## config.mk

```make
export PLATFORM = sky130hd
export DESIGN_NAME = req_ctl
export DESIGN_NICKNAME = d
export VERILOG_FILES = /design/src/rtl/router_pkg.sv /design/src/rtl/dest_dec.sv /design/src/rtl/req_ctl.sv
export SDC_FILE = /design/constraint.sdc
export NUM_CORES = 1
export LEC_CHECK = 0
export ABC_CLOCK_PERIOD_IN_PS = 3800
export BUFFER_PORTS_ARGS = -buffer_cell sky130_fd_sc_hd__buf_4
export CORE_ASPECT_RATIO = 1.5
export CORE_UTILIZATION = 56
export CTS_BUF_LIST = sky130_fd_sc_hd__clkbuf_8 sky130_fd_sc_hd__clkbuf_16
export DETAILED_ROUTE_END_ITERATION = 8
export PLACE_DENSITY = 0.84
export REMOVE_ABC_BUFFERS = 1
export SKIP_LAST_GASP = 1
export SYNTH_ARGS = -nofsm -noshare
export SYNTH_HDL_FRONTEND = slang
export SYNTH_SLANG_ARGS = --single-unit
```

## constraint.sdc

```tcl
create_clock -name clk -period 3.8 [get_ports clk]
set_input_delay 0.19 -clock clk [delete_from_list [all_inputs] [get_ports clk]]
set_output_delay 0.19 -clock clk [all_outputs]
set_load 0.01 [all_outputs]
```

## src/rtl/router_pkg.sv

```systemverilog
// Shared flit and FSM encodings for the router input-port request controller.
package router_pkg;

  typedef enum logic [1:0] {
    BODY   = 2'b00,
    TAIL   = 2'b01,
    HEAD   = 2'b10,
    SINGLE = 2'b11
  } flit_type_e;

  typedef enum logic [1:0] {
    IDLE = 2'd0,
    REQ  = 2'd1,
    XFER = 2'd2
  } state_e;

  // The type field occupies the top TYPE_W bits of every flit.
  localparam int TYPE_W = 2;

endpackage

```

## src/rtl/dest_dec.sv

```systemverilog
// Destination-to-one-hot decoder with an out-of-range flag for non power-of-2 port counts.
module dest_dec #(
  parameter int NPORT = 4
) (
  input  logic [$clog2(NPORT)-1:0] dest,
  output logic [NPORT-1:0]         onehot,
  output logic                     oor
);

  localparam int DEST_W = $clog2(NPORT);

  for (genvar gi = 0; gi < NPORT; gi++) begin : g_dec
    assign onehot[gi] = (dest == DEST_W'(gi));
  end

  // Extra bit so the compare also works when NPORT is a power of 2.
  assign oor = ({1'b0, dest} >= (DEST_W + 1)'(NPORT));

endmodule

```

## src/rtl/req_ctl.sv

```systemverilog
// Input-port request controller: holds a one-hot output request for a whole packet
// and forwards its flits through a single output register.
module req_ctl
  import router_pkg::*;
#(
  parameter int NPORT  = 4,
  parameter int FLIT_W = 10
) (
  input  logic              clk,
  input  logic              rst,
  input  logic [FLIT_W-1:0] in_flit,
  input  logic              in_vld,
  output logic              in_rdy,
  output logic [NPORT-1:0]  reqi,
  input  logic [NPORT-1:0]  gnt,
  output logic [FLIT_W-1:0] out_flit,
  output logic              out_vld,
  input  logic              out_rdy,
  input  logic              err_clr,
  output logic              err
);

  localparam int DEST_W = $clog2(NPORT);

  localparam logic [1:0] ST_IDLE = IDLE;
  localparam logic [1:0] ST_REQ  = REQ;
  localparam logic [1:0] ST_XFER = XFER;

  logic [1:0]        state_reg;
  logic              last_reg;
  logic [FLIT_W-1:0] head_reg;
  logic [FLIT_W-1:0] out_flit_reg;
  logic              out_vld_reg;
  logic [NPORT-1:0]  reqi_reg;
  logic              err_reg;

  logic [1:0]        in_type;
  logic              is_hdr;
  logic [NPORT-1:0]  dec_onehot;
  logic              dec_oor;
  logic              acc;
  logic              drain;
  logic              granted;
  logic              err_set;

  assign in_type = in_flit[FLIT_W-1 -: TYPE_W];
  assign is_hdr  = in_type[1];  // head or single

  dest_dec #(
    .NPORT(NPORT)
  ) u_dest_dec (
    .dest  (in_flit[DEST_W-1:0]),
    .onehot(dec_onehot),
    .oor   (dec_oor)
  );

  always_comb begin
    in_rdy = 1'b0;
    case (state_reg)
      ST_IDLE: in_rdy = 1'b1;
      ST_XFER: in_rdy = !last_reg && (!out_vld_reg || out_rdy);
      default: in_rdy = 1'b0;
    endcase
  end

  assign acc     = in_vld && in_rdy;
  assign drain   = out_vld_reg && out_rdy;
  assign granted = |(gnt & reqi_reg);
  assign err_set = acc && (((state_reg == ST_IDLE) && (!is_hdr || dec_oor)) ||
                           ((state_reg == ST_XFER) && is_hdr));

  always_ff @(posedge clk or posedge rst) begin
    if (rst) begin
      state_reg    <= ST_IDLE;
      last_reg     <= 1'b0;
      head_reg     <= '0;
      out_flit_reg <= '0;
      out_vld_reg  <= 1'b0;
      reqi_reg     <= '0;
      err_reg      <= 1'b0;
    end else begin
      err_reg <= err_set | (err_reg & ~err_clr);
      case (state_reg)
        ST_IDLE: begin
          if (acc && is_hdr && !dec_oor) begin
            head_reg  <= in_flit;
            last_reg  <= (in_type == SINGLE);
            reqi_reg  <= dec_onehot;
            state_reg <= ST_REQ;
          end
        end
        ST_REQ: begin
          if (granted) begin
            out_flit_reg <= head_reg;
            out_vld_reg  <= 1'b1;
            state_reg    <= ST_XFER;
          end
        end
        ST_XFER: begin
          // in_rdy is low once last is set, so the final drain never races a new load.
          if (last_reg && drain) begin
            out_vld_reg <= 1'b0;
            reqi_reg    <= '0;
            last_reg    <= 1'b0;
            state_reg   <= ST_IDLE;
          end else if (acc && !is_hdr) begin
            out_flit_reg <= in_flit;
            out_vld_reg  <= 1'b1;
            if (in_type == TAIL) last_reg <= 1'b1;
          end else if (drain) begin
            out_vld_reg <= 1'b0;
          end
        end
        default: state_reg <= ST_IDLE;
      endcase
    end
  end

  assign reqi     = reqi_reg;
  assign out_flit = out_flit_reg;
  assign out_vld  = out_vld_reg;
  assign err      = err_reg;

endmodule

```

==> Word level (Yosys, flattened, before mapping) <==
Index checks and enable logic that the tools add are counted.
{ "totals": {"register_bits": 29, "out_inout_bits": 17} }
{ "classes": {"n_eq_ne": 15, "reduce_logical": 25, "muxes": 22, "bitwise": 4} }
{ "ops": {"columns": ["operator", "n"], "rows": [
  ["2-to-1 mux 10 bit", 3],
  ["one-hot mux 10 bit (2 select lines)", 1],
  ["logical AND 1 bit", 9],
  ["AND reduction 3 bit", 3],
  ["== test 2 bit, second input constant", 4],
  ["2-to-1 mux 1 bit", 8],
  ["2-to-1 mux 4 bit", 2],
  ["one-hot mux 4 bit (2 select lines)", 1],
  ["AND reduction 4 bit", 2],
  ["== test 2 x 1 -> 1 bit, second input constant", 3],
  ["2-to-1 mux 2 bit", 3],
  ["!= test 2 x 1 -> 1 bit, second input constant", 3],
  ["!= test 3 x 1 -> 1 bit, second input constant", 2],
  ["one-hot mux 1 bit (2 select lines)", 3],
  ["one-hot mux 2 bit (3 select lines)", 1],
  ["bitwise AND 4 bit", 1],
  ["logical NOT 2 bit", 2],
  ["!= test 2 bit, second input constant", 2],
  ["!= test 4 x 2 -> 1 bit, second input constant", 1],
  ["nonzero test 2 bit", 2],
  ["OR reduction 4 bit", 1],
  ["logical NOT 1 bit", 3],
  ["logical OR 1 bit", 2],
  ["AND reduction 2 bit", 1],
  ["3 further kinds", 3]
]} }

==> Depth between registers and ports, before layout <==
Gate-level depths: netlist (run 1).
{ "depth": {"depth_word": 9, "ltp_mapped": 9} }

==> Cells and area by module <==
Synthesis (run 1) repeated with hierarchy kept, for this count alone.
{ "unflattened": {"cells_unflattened": 119, "area_unflattened_um2": 1507.7} }
{ "modules_own_cells": {"columns": ["module", "cells_per_inst", "area_each_um2", "instances", "seq_area_each_um2"], "rows": [
  ["req_ctl", 113, 1470.2, 1, 725.7],
  ["dest_dec", 6, 37.5, 1, 0.0]
]} }

==> Worst setup path after synthesis (run 1) <==
No wires, ideal clock.
{ "synth_timing": {"path_kind": "flip-flop to flip-flop", "from": "register state_reg[0]", "to": "register out_flit_reg[0], in the netlist out_flit[0]", "synth_period_minus_slack_ps": 2023, "setup_ps": 125, "path_slack_ps": 1777, "path_buffers": 2, "required_time_ps": 3675, "stages_incl_launch_ff": 10, "arrival_ps": 1898, "cell_sequence": "dfrtp_1 inv_1 ha_1 buf_4 inv_2 o31ai_4 nand4b_1 a21o_1 buf_6 mux2_4"} }
{ "synth_via": {"elab_chain_cells": 6} }
{ "synth_lines": {"columns": ["element", "line", "source"], "rows": [
  ["from (decl)", "req_ctl.sv:29", "logic [1:0] state_reg;"],
  ["from (signal assigned)", "req_ctl.sv:74", "state_reg <= ST_IDLE;"],
  ["from (signal assigned)", "req_ctl.sv:89", "state_reg <= ST_REQ;"],
  ["from (signal assigned)", "req_ctl.sv:96", "state_reg <= ST_XFER;"],
  ["== test 2 bit / logical NOT 2 bit (equally long branches)", "req_ctl.sv:59", "case (state_reg)"],
  ["one-hot mux 1 bit (2 select lines) (*)", "req_ctl.sv:59", null],
  ["named net in_rdy", "req_ctl.sv:13", "output logic in_rdy,"],
  ["logical AND 1 bit (*)", "req_ctl.sv:66", "assign acc = in_vld && in_rdy;"],
  ["logical AND 1 bit (*)", "req_ctl.sv:106", "end else if (acc && !is_hdr) begin"],
  ["!= test 2 x 1 -> 1 bit (no source line) (*)", null, null],
  ["AND reduction 4 bit (no source line) (*)", null, null],
  ["to (signal assigned)", "req_ctl.sv:94", "out_flit_reg <= head_reg;"],
  ["to (signal assigned)", "req_ctl.sv:107", "out_flit_reg <= in_flit;"],
  ["to (decl)", "req_ctl.sv:32", "logic [FLIT_W-1:0] out_flit_reg;"]
]} }
The timed path passes the listed nets; every way through them passes the cells marked *.
A chain may end at the register's enable or synchronous reset.

==> Worst setup path in the final report (run 1) <==
{ "layout_timing": {"from": "register state_reg[0]", "to": "register out_flit_reg[6], in the netlist out_flit[6]"} }
{ "layout_via": {"elab_chain_cells": 6} }
{ "layout_lines": {"columns": ["element", "line"], "rows": [
  ["== test 2 bit / logical NOT 2 bit (equally long branches)", "req_ctl.sv:59, req_ctl.sv:83"],
  ["one-hot mux 1 bit (2 select lines)", "req_ctl.sv:59"],
  ["logical AND 1 bit", "req_ctl.sv:66"],
  ["logical AND 1 bit", "req_ctl.sv:106"],
  ["!= test 2 x 1 -> 1 bit (no source line)", null],
  ["AND reduction 4 bit (no source line)", null]
]} }
Several ways; a longest one is shown, not always the timed one.

==> summary.txt, run 1 <==
EDFF count, synth - 0
Average vias per placed instance - 5.743
Horizontal die dimension - 43.23 µm
Minimum hold slack - 0.08139 ns
Worst Setup Path Type - flip-flop to flip-flop
NumNets Final - 182
Clock-pin slew on the worst setup and hold paths - 0.06 ns
Sequential area share after synthesis - 50.83%
Cell count after synthesis - 119
Register-to-register path setup slack - 1.42 ns
Count leader, synth - sky130_fd_sc_hd__dfrtp_1
Mean area per synthesized cell - 12.00 µm²
Vias in the first global route - 1090
Count of max-cap constraint violations - 0
Routability congestion estimate from global placement - 0.7791
Final setup violating endpoints - 0
Routed wire length per instance - 15.97 µm
Final ANT Viol Nets - 0
Pin count of the biggest net entering global routing - 30
Minimum setup slack after placement - 1.484 ns
Quantity of hold-fixing buffers added after cts - 0
Least-Margin Pin Slew - 1.060 ns
Synth Area in XOR/XNOR - 0%
Placed cell count - 175
Sequential power share - 33.6%
Cell type with the highest aggregate area in the netlist - sky130_fd_sc_hd__dfrtp_1
Clock network fraction of design power - 17.6%
Compound-Gate Fraction of Synth Area - 9.378%
Top cells by area, synth - sky130_fd_sc_hd__dfrtp_1 (51%), sky130_fd_sc_hd__mux2_2 (13%), sky130_fd_sc_hd__mux2_4 (8.4%), sky130_fd_sc_hd__nand2_1 (5.0%), sky130_fd_sc_hd__ha_1 (4.4%)
Total gr overflow - 0
Detailed Place HPWL - 1953 µm
Clock tree from TritonCTS - done
Reg2reg path depth - 8
Number of antenna violations at the first check in global routing - 0
Clock latency at the later pin of the worst-skew pair - 0.29 ns
Proportion of power drawn by combinational gates - 48.8%
Ys flop type - sky130_fd_sc_hd__dfrtp_1
Count of state elements after synthesis - 29
Final core occ - 74.43%
Final worst-path cycle share - 62.50%
Core Region - 2422 µm²
Detailed-route wire length - 2922 µm
Setup Total Neg Slack - 0 ns
Share of layout cells above drive strength 1 - 44.65%
Critical register-to-register path startpoint - state_reg[0]$_DFFE_PP0P_
Worst Clk Skew - 0.007026 ns
Final standard cell count with taps included and fillers excluded - 183
Number of rows created at floorplan - 22
Cell-internal power - 1.053 mW
TritonRoute pass-1 iters - 4
CTS Root Cell - sky130_fd_sc_hd__clkbuf_8
Worst Setup SP - state_reg[0]$_DFFE_PP0P_
DRT iter0 DRCs - 58
Critical path endpoint - out_flit[6]$_DFFE_PP0P_
Initial Utilization - 58.94%
Async SR Flop Fraction - 100.0%
Post-Syn Area - 1428 µm²
CP Data Arrival Time - 2.54 ns
Unrepaired setup endpoints after global routing - no
Non-Filler Cell Area, Final - 1803 µm²
Layout overhead on the synthesized area - 26.29%
Worst hold start - err_clr
Net Switching - 0.5586 mW
Tot GR Track Use - 23.53%
DRC viols - 0
Required time at the worst-slack endpoint - 3.97 ns
Critical Path End Type - flip-flop
First-pass GRT wire length - 4843 µm
Peak supply drop - 0.5848 mV
Largest fanout on the critical path - 19
Inserted Clock Buffers - 5
Final worst slack - 1.425 ns
Leakage power summed over all cells - 0.8872 nW
Synth top area share - 50.83%
Vert. Die Dim - 63.84 µm
Startpoint type of the worst setup path - flip-flop
Post-synth cell types - 26
Total number of clock tree sinks - 29
Buffer depth of the longest clock path - 2
Boundary pin count - 36
Result of the run - finished clean
Main combinational cell family by area after synthesis - multiplexers
Die area - 2759 µm²
Share of cell area taken by muxes after synthesis - 21.82%
Post-layout min period - 2.375 ns
CTS H-Tree Depth - 2
Worst hold path type - primary input to flip-flop
Endpoint of the worst-slack reg-to-reg timing path - out_flit[6]$_DFFE_PP0P_
Total number of vias - 1051
Gates resized, CTS repair - 0
Worst slew margin relative to its limit - 29.25%
Power per cell area - 893.7 nW/µm²
Adder and majority cell fraction of the synthesized area - 4.382%
Number of pins with negative max-slew slack in the final report - 0
Maximum clock rate - 421.0 MHz
Leading post-synthesis cells by instance count - sky130_fd_sc_hd__dfrtp_1 (29), sky130_fd_sc_hd__nand2_1 (19), sky130_fd_sc_hd__mux2_2 (17)
Simple-gate area share of the yosys netlist - 9.641%
Synthesis Warnings - 0
Final-report hold violation count - 0
Antenna fix cells - 0
Post-CTS setup buffers - 0
Placed instance area - 1702 µm²
Total power after layout - 1.611 mW
Net Sw Frac - 34.67%
IO Port Bufs - 35
## cell type report
class,instances,area [µm²]
clock buffers,7,96.34
clock inverters,1,5.005
fillers,166,619.3
inverters,8,30.03
multi-input cells,78,645.6
flip-flops and latches,29,725.7
well taps,24,30.03
repair buffers,36,270.3
## power groups by stage
stage               registers [mW]  logic (mW)  clock network, mW
floorplan                    0.561       0.508                  0
global placement             0.537       0.750                  0
detailed placement           0.542       0.787                  0
CTS                          0.542       0.792              0.290
global route                 0.554       0.856              0.298
finish                       0.541       0.786              0.284
## placed cells by master (no fill, tap or decap), types with 2 or more instances in the layout
| cell | n |
|---|---|
| sky130_fd_sc_hd__dfrtp_1 | 29 |
| sky130_fd_sc_hd__mux2_2 | 17 |
| sky130_fd_sc_hd__a21oi_1 | 2 |
| sky130_fd_sc_hd__clkbuf_8 | 7 |
| sky130_fd_sc_hd__nand3_1 | 3 |
| sky130_fd_sc_hd__buf_4 | 36 |
| sky130_fd_sc_hd__ha_1 | 5 |
| sky130_fd_sc_hd__inv_1 | 7 |
| sky130_fd_sc_hd__o22ai_1 | 2 |
| sky130_fd_sc_hd__o21ai_0 | 6 |
| sky130_fd_sc_hd__mux2_4 | 8 |
| sky130_fd_sc_hd__o41ai_1 | 4 |
| sky130_fd_sc_hd__nand2_1 | 19 |
| sky130_fd_sc_hd__a21o_1 | 2 |
## logic make-up (layout without fill, tap and decap cells)
kind of cell / count (synthesis) / in the layout
multiplexers: 25 / 25
buffers and inverters: 12 / 52
adder cells (fa/ha/maj): 5 / 5
AO/OA/AOI/OAI: 18 / 18
flip-flops: 29 / 29
AND/OR/NAND/NOR: 30 / 30
## worst max-delay path, stage by stage, from the launching register on
cell and delay [ns]:
sky130_fd_sc_hd__dfrtp_1 0.41, sky130_fd_sc_hd__inv_1 0.13, sky130_fd_sc_hd__ha_1 0.16, sky130_fd_sc_hd__buf_4 0.26, sky130_fd_sc_hd__inv_2 0.09, sky130_fd_sc_hd__o31ai_4 0.31
sky130_fd_sc_hd__nand4b_1 0.14, sky130_fd_sc_hd__a21o_1 0.39, sky130_fd_sc_hd__mux2_4 0.38
## routing by layer
metal / global-route usage, % / vias to the layer above / part of all wire [%]
li1: - / 495 / -
met3: 5.932 / 9 / 4.7
met1: 28.35 / 514 / 42
met2: 38.25 / 33 / 51
met5: 0 / - / 0
met4: 11.74 / 0 / 2.2
## worst min-delay path by stage
stage / endpoint / slack [ns] / cells after the start
after global placement: err$_DFF_PP0_ / 0.38 / 2
final: err$_DFF_PP0_ / 0.08 / 2
after global routing: err$_DFF_PP0_ / 0.08 / 2
after detailed placement: err$_DFF_PP0_ / 0.38 / 2
after floorplan: err$_DFF_PP0_ / 0.27 / 1
after CTS: err$_DFF_PP0_ / 0.08 / 2
Power figures use the tool's default switching activity.
==> run 2: changes to the inputs <==
Settings changed: ABC_AREA from default to 1, ABC_CLOCK_PERIOD_IN_PS 3800 to 2470, CORE_UTILIZATION 56 to 52, PLACE_DENSITY 0.84 to 0.78.
Clock period 3.8 ns to 2.47 ns, I/O delays scaled along.
==> run 2 against run 1 <==
  * Via count is 24% higher
  * Critical path type unchanged
  * Combinational power grew 68%
  * Global-route usage grew 0.72 points
  * Non-clock buffer count is 4 higher
  * Sequential share of layout area fell by 1.4 points
  * Largest cell class unchanged
==> summary.txt, run 2 <==
Net Switching - 1.065 mW (was 0.5586 mW)
Setup Total Neg Slack - 0 ns (unchanged)
Die area - 3088 µm² (was 2759 µm²)
Final standard cell count with taps included and fillers excluded - 258 (was 183)
Largest fanout on the critical path - 13 (was 19)
Buffer depth of the longest clock path - 2 (unchanged)
Routed wire length per instance - 12.08 µm (was 15.97 µm)
Required time at the worst-slack endpoint - 2.63 ns (was 3.97 ns)
Peak supply drop - 0.7863 mV (was 0.5848 mV)
TritonRoute pass-1 iters - 4 (unchanged)
Synthesis Warnings - 0 (unchanged)
Minimum setup slack after placement - 0.7398 ns (was 1.484 ns)
Async SR Flop Fraction - 100.0% (unchanged)
Count leader, synth - sky130_fd_sc_hd__nand2_1 (was sky130_fd_sc_hd__dfrtp_1)
Detailed Place HPWL - 2329 µm (was 1953 µm)
Ys flop type - sky130_fd_sc_hd__dfrtp_1 (unchanged)
Leading post-synthesis cells by instance count - sky130_fd_sc_hd__nand2_1 (55), sky130_fd_sc_hd__dfrtp_1 (29), sky130_fd_sc_hd__inv_1 (19), sky130_fd_sc_hd__o21ai_0 (19), sky130_fd_sc_hd__nand3_1 (18) (was sky130_fd_sc_hd__dfrtp_1 (29), sky130_fd_sc_hd__nand2_1 (19), sky130_fd_sc_hd__mux2_2 (17))
CTS Root Cell - sky130_fd_sc_hd__clkbuf_8 (unchanged)
Result of the run - finished clean (unchanged)
DRT iter0 DRCs - 23 (was 58)
Top cells by area, synth - sky130_fd_sc_hd__dfrtp_1 (49%), sky130_fd_sc_hd__nand2_1 (14%), sky130_fd_sc_hd__o21ai_0 (6.4%), sky130_fd_sc_hd__nand3_1 (6.0%), sky130_fd_sc_hd__inv_1 (4.8%) (was sky130_fd_sc_hd__dfrtp_1 (51%), sky130_fd_sc_hd__mux2_2 (13%), sky130_fd_sc_hd__mux2_4 (8.4%), sky130_fd_sc_hd__nand2_1 (5.0%), sky130_fd_sc_hd__ha_1 (4.4%))
Number of rows created at floorplan - 23 (was 22)
Total length of routed met2 wires - 1634 µm (was 1499 µm)
CP Data Arrival Time - 1.91 ns (was 2.54 ns)
Count of state elements after synthesis - 29 (unchanged)
Boundary pin count - 36 (unchanged)
IO Port Bufs - 35 (unchanged)
Cell-internal power - 1.464 mW (was 1.053 mW)
Sequential power share - 32.9% (was 33.6%)
Maximum clock rate - 571.4 MHz (was 421.0 MHz)
NumNets Final - 245 (was 182)
Post-layout min period - 1.750 ns (was 2.375 ns)
Proportion of power drawn by combinational gates - 52.2% (was 48.8%)
Worst Setup Path Type - flip-flop to flip-flop (unchanged)
Post-Syn Area - 1490 µm² (was 1428 µm²)
Tot GR Track Use - 24.25% (was 23.53%)
Unrepaired setup endpoints after global routing - no (unchanged)
Worst Clk Skew - 0.004808 ns (was 0.007026 ns)
Post-synth cell types - 19 (was 26)
Core Region - 2705 µm² (was 2422 µm²)
Highest routing layer actually used - met4 (unchanged)
Clock-pin slew on the worst setup and hold paths - 0.06 ns (about the same)
Placed cell count - 250 (was 175)
Vert. Die Dim - 67.57 µm (was 63.84 µm)
Most common cell after layout, fill and taps aside - sky130_fd_sc_hd__nand2_1 (was sky130_fd_sc_hd__buf_4)
Worst hold path type - primary input to flip-flop (unchanged)
Number of pins with negative max-slew slack in the final report - 0 (unchanged)
Least-Margin Pin Slew - 0.3618 ns (was 1.060 ns)
Final setup violating endpoints - 0 (unchanged)
Cell count after synthesis - 182 (was 119)
Mean area per synthesized cell - 8.188 µm² (was 12.00 µm²)
Critical Path End Type - flip-flop (unchanged)
Clock latency at the later pin of the worst-skew pair - 0.28 ns (was 0.29 ns)
Average vias per placed instance - 5.047 (was 5.743)
Synth top area share - 48.70% (was 50.83%)
Startpoint type of the worst setup path - flip-flop (unchanged)
Most used cells in the layout excluding fill and tap cells - sky130_fd_sc_hd__nand2_1 (55), sky130_fd_sc_hd__buf_4 (39), sky130_fd_sc_hd__dfrtp_1 (29) (was sky130_fd_sc_hd__buf_4 (36), sky130_fd_sc_hd__dfrtp_1 (29), sky130_fd_sc_hd__nand2_1 (19))
Count of max-cap constraint violations - 0 (unchanged)
Final ANT Viol Nets - 0 (unchanged)
Clock network fraction of design power - 14.9% (was 17.6%)
Antenna fix cells - 0 (unchanged)
Layout overhead on the synthesized area - 25.44% (was 26.29%)
Total number of vias - 1302 (was 1051)
Power per cell area - 1353 nW/µm² (was 893.7 nW/µm²)
DRC viols - 0 (unchanged)
Sum of met3 wire segment lengths after detailed routing - 146 µm (was 136 µm)
Worst slew margin relative to its limit - 75.88% (was 29.25%)
Initial Utilization - 55.09% (was 58.94%)
Clock tree from TritonCTS - done (unchanged)
Final worst slack - 0.7200 ns (was 1.425 ns)
Total number of clock tree sinks - 29 (unchanged)
CTS H-Tree Depth - 2 (unchanged)
Leakage power summed over all cells - 0.9980 nW (was 0.8872 nW)
Total gr overflow - 0 (unchanged)
Inserted Clock Buffers - 5 (unchanged)
Length of routed wiring on met1 - 1262 µm (was 1223 µm)
EDFF count, synth - 0 (unchanged)
Sequential area share after synthesis - 48.70% (was 50.83%)
Horizontal die dimension - 45.71 µm (was 43.23 µm)
Final worst-path cycle share - 70.85% (was 62.50%)
Vias in the first global route - 1324 (was 1090)
Minimum hold slack - 0.02356 ns (was 0.08139 ns)
Net Sw Frac - 42.11% (was 34.67%)
Detailed-route wire length - 3117 µm (was 2922 µm)
Pin count of the biggest net entering global routing - 30 (unchanged)
Number of antenna violations at the first check in global routing - 0 (unchanged)
Routability congestion estimate from global placement - 0.8466 (was 0.7791)
Cell type with the highest aggregate area in the netlist - sky130_fd_sc_hd__dfrtp_1 (unchanged)
Share of layout cells above drive strength 1 - 23.53% (was 44.65%)
Final-report hold violation count - 0 (unchanged)
First-pass GRT wire length - 5292 µm (was 4843 µm)
[run 2: cell count changes after synthesis, sizes merged, moves of 4 or more]
| cell | change |
|---|---|
| buf | +4 |
| a21oi | +6 |
| nor2 | +9 |
| inv | +12 |
| mux2 | -25 |
| o41ai | -4 |
| nand2 | +40 |
| o21ai | +13 |
| nand3 | +16 |
[run 2: kinds of logic (layout without fill, tap and decap cells)]
logic type,count (synthesis),in the layout,share of synthesized area (%)
simple gates,90,90,27.46
compound gates,30,30,10.66
fa+ha+maj,5,5,4.198
flops,29,29,48.70
buf+inv,28,67,8.984
[run 2: worst paths after layout]
| kind | from | end | slack [ns] | depth (start not counted) |
|---|---|---|---|---|
| setup reg to reg | state_reg[0]$_DFFE_PP0P_ | out_flit[9]$_DFFE_PP0P_ | 0.72 | 11 |
| hold reg to reg | head_reg[9]$_DFFE_PP0P_ | head_reg[9]$_DFFE_PP0P_ | 0.48 | 2 |
| setup / recovery | state_reg[0]$_DFFE_PP0P_ | out_flit[9]$_DFFE_PP0P_ | 0.72 | 11 |
| hold / removal | err_clr | err$_DFF_PP0_ | 0.02 | 2 |
| min in group asynchronous | rst | reqi[0]$_DFFE_PP0P_ | 0.48 | 4 |
| max in group asynchronous | rst | head_reg[7]$_DFFE_PP0P_ | 1.72 | 4 |
[run 2: power groups by stage]
stage	Clock [mW]	Combinational, mW	Sequential, mW
after floorplan	0	0.797	0.873
after global placement	0	1.27	0.832
after detailed placement	0	1.32	0.840
after CTS	0.388	1.34	0.834
after global routing	0.412	1.51	0.857
final	0.377	1.32	0.833
[run 2: final cells by class]
| type | count | area (µm²) |
|---|---|---|
| fillers | 230 | 835.8 |
| inverters | 20 | 77.57 |
| flip-flops and latches | 29 | 725.7 |
| well taps | 37 | 46.29 |
| clock buffers | 6 | 82.58 |
| multi-input cells | 125 | 630.6 |
| clock inverters | 1 | 3.754 |
| repair buffers | 40 | 302.8 |
[run 2: worst max-delay path: stages (launching register included)]
cell and delay (ns):
sky130_fd_sc_hd__dfrtp_1 0.40, sky130_fd_sc_hd__inv_1 0.13, sky130_fd_sc_hd__ha_1 0.24, sky130_fd_sc_hd__inv_4 0.10
sky130_fd_sc_hd__nor2_4 0.10, sky130_fd_sc_hd__nand2_2 0.07, sky130_fd_sc_hd__nand2_4 0.08, sky130_fd_sc_hd__nand3_4 0.07
sky130_fd_sc_hd__nand2_4 0.14, sky130_fd_sc_hd__nand2_2 0.16, sky130_fd_sc_hd__nand2_1 0.11, sky130_fd_sc_hd__nand2_1 0.05
[run 2: repair_timing]
action | CTS | global route
setup buffers | 0 | 0
endpoints found under the hold margin | 29 | 0
resized for setup | 0 | 0
endpoints found under the setup margin | 0 | 0
hold buffers | 1 | 0
[run 2: layer usage]
metal | up-vias | global-route usage, %
li1 | 651 | -
met1 | 612 | 24.87
met2 | 32 | 43.04
met3 | 7 | 7.754
met4 | 0 | 11.40
met5 | - | 0
[run 2: per-stage QoR]
step,power [mW],cell area (µm²),utilization [%]
floorplan,1.670,1434,-
detailed placement,2.162,1773,65.54
global route,2.778,1869,69.10
CTS,2.561,1869,69.10
finish,2.528,1869,69.10
global placement,2.101,1773,65.54
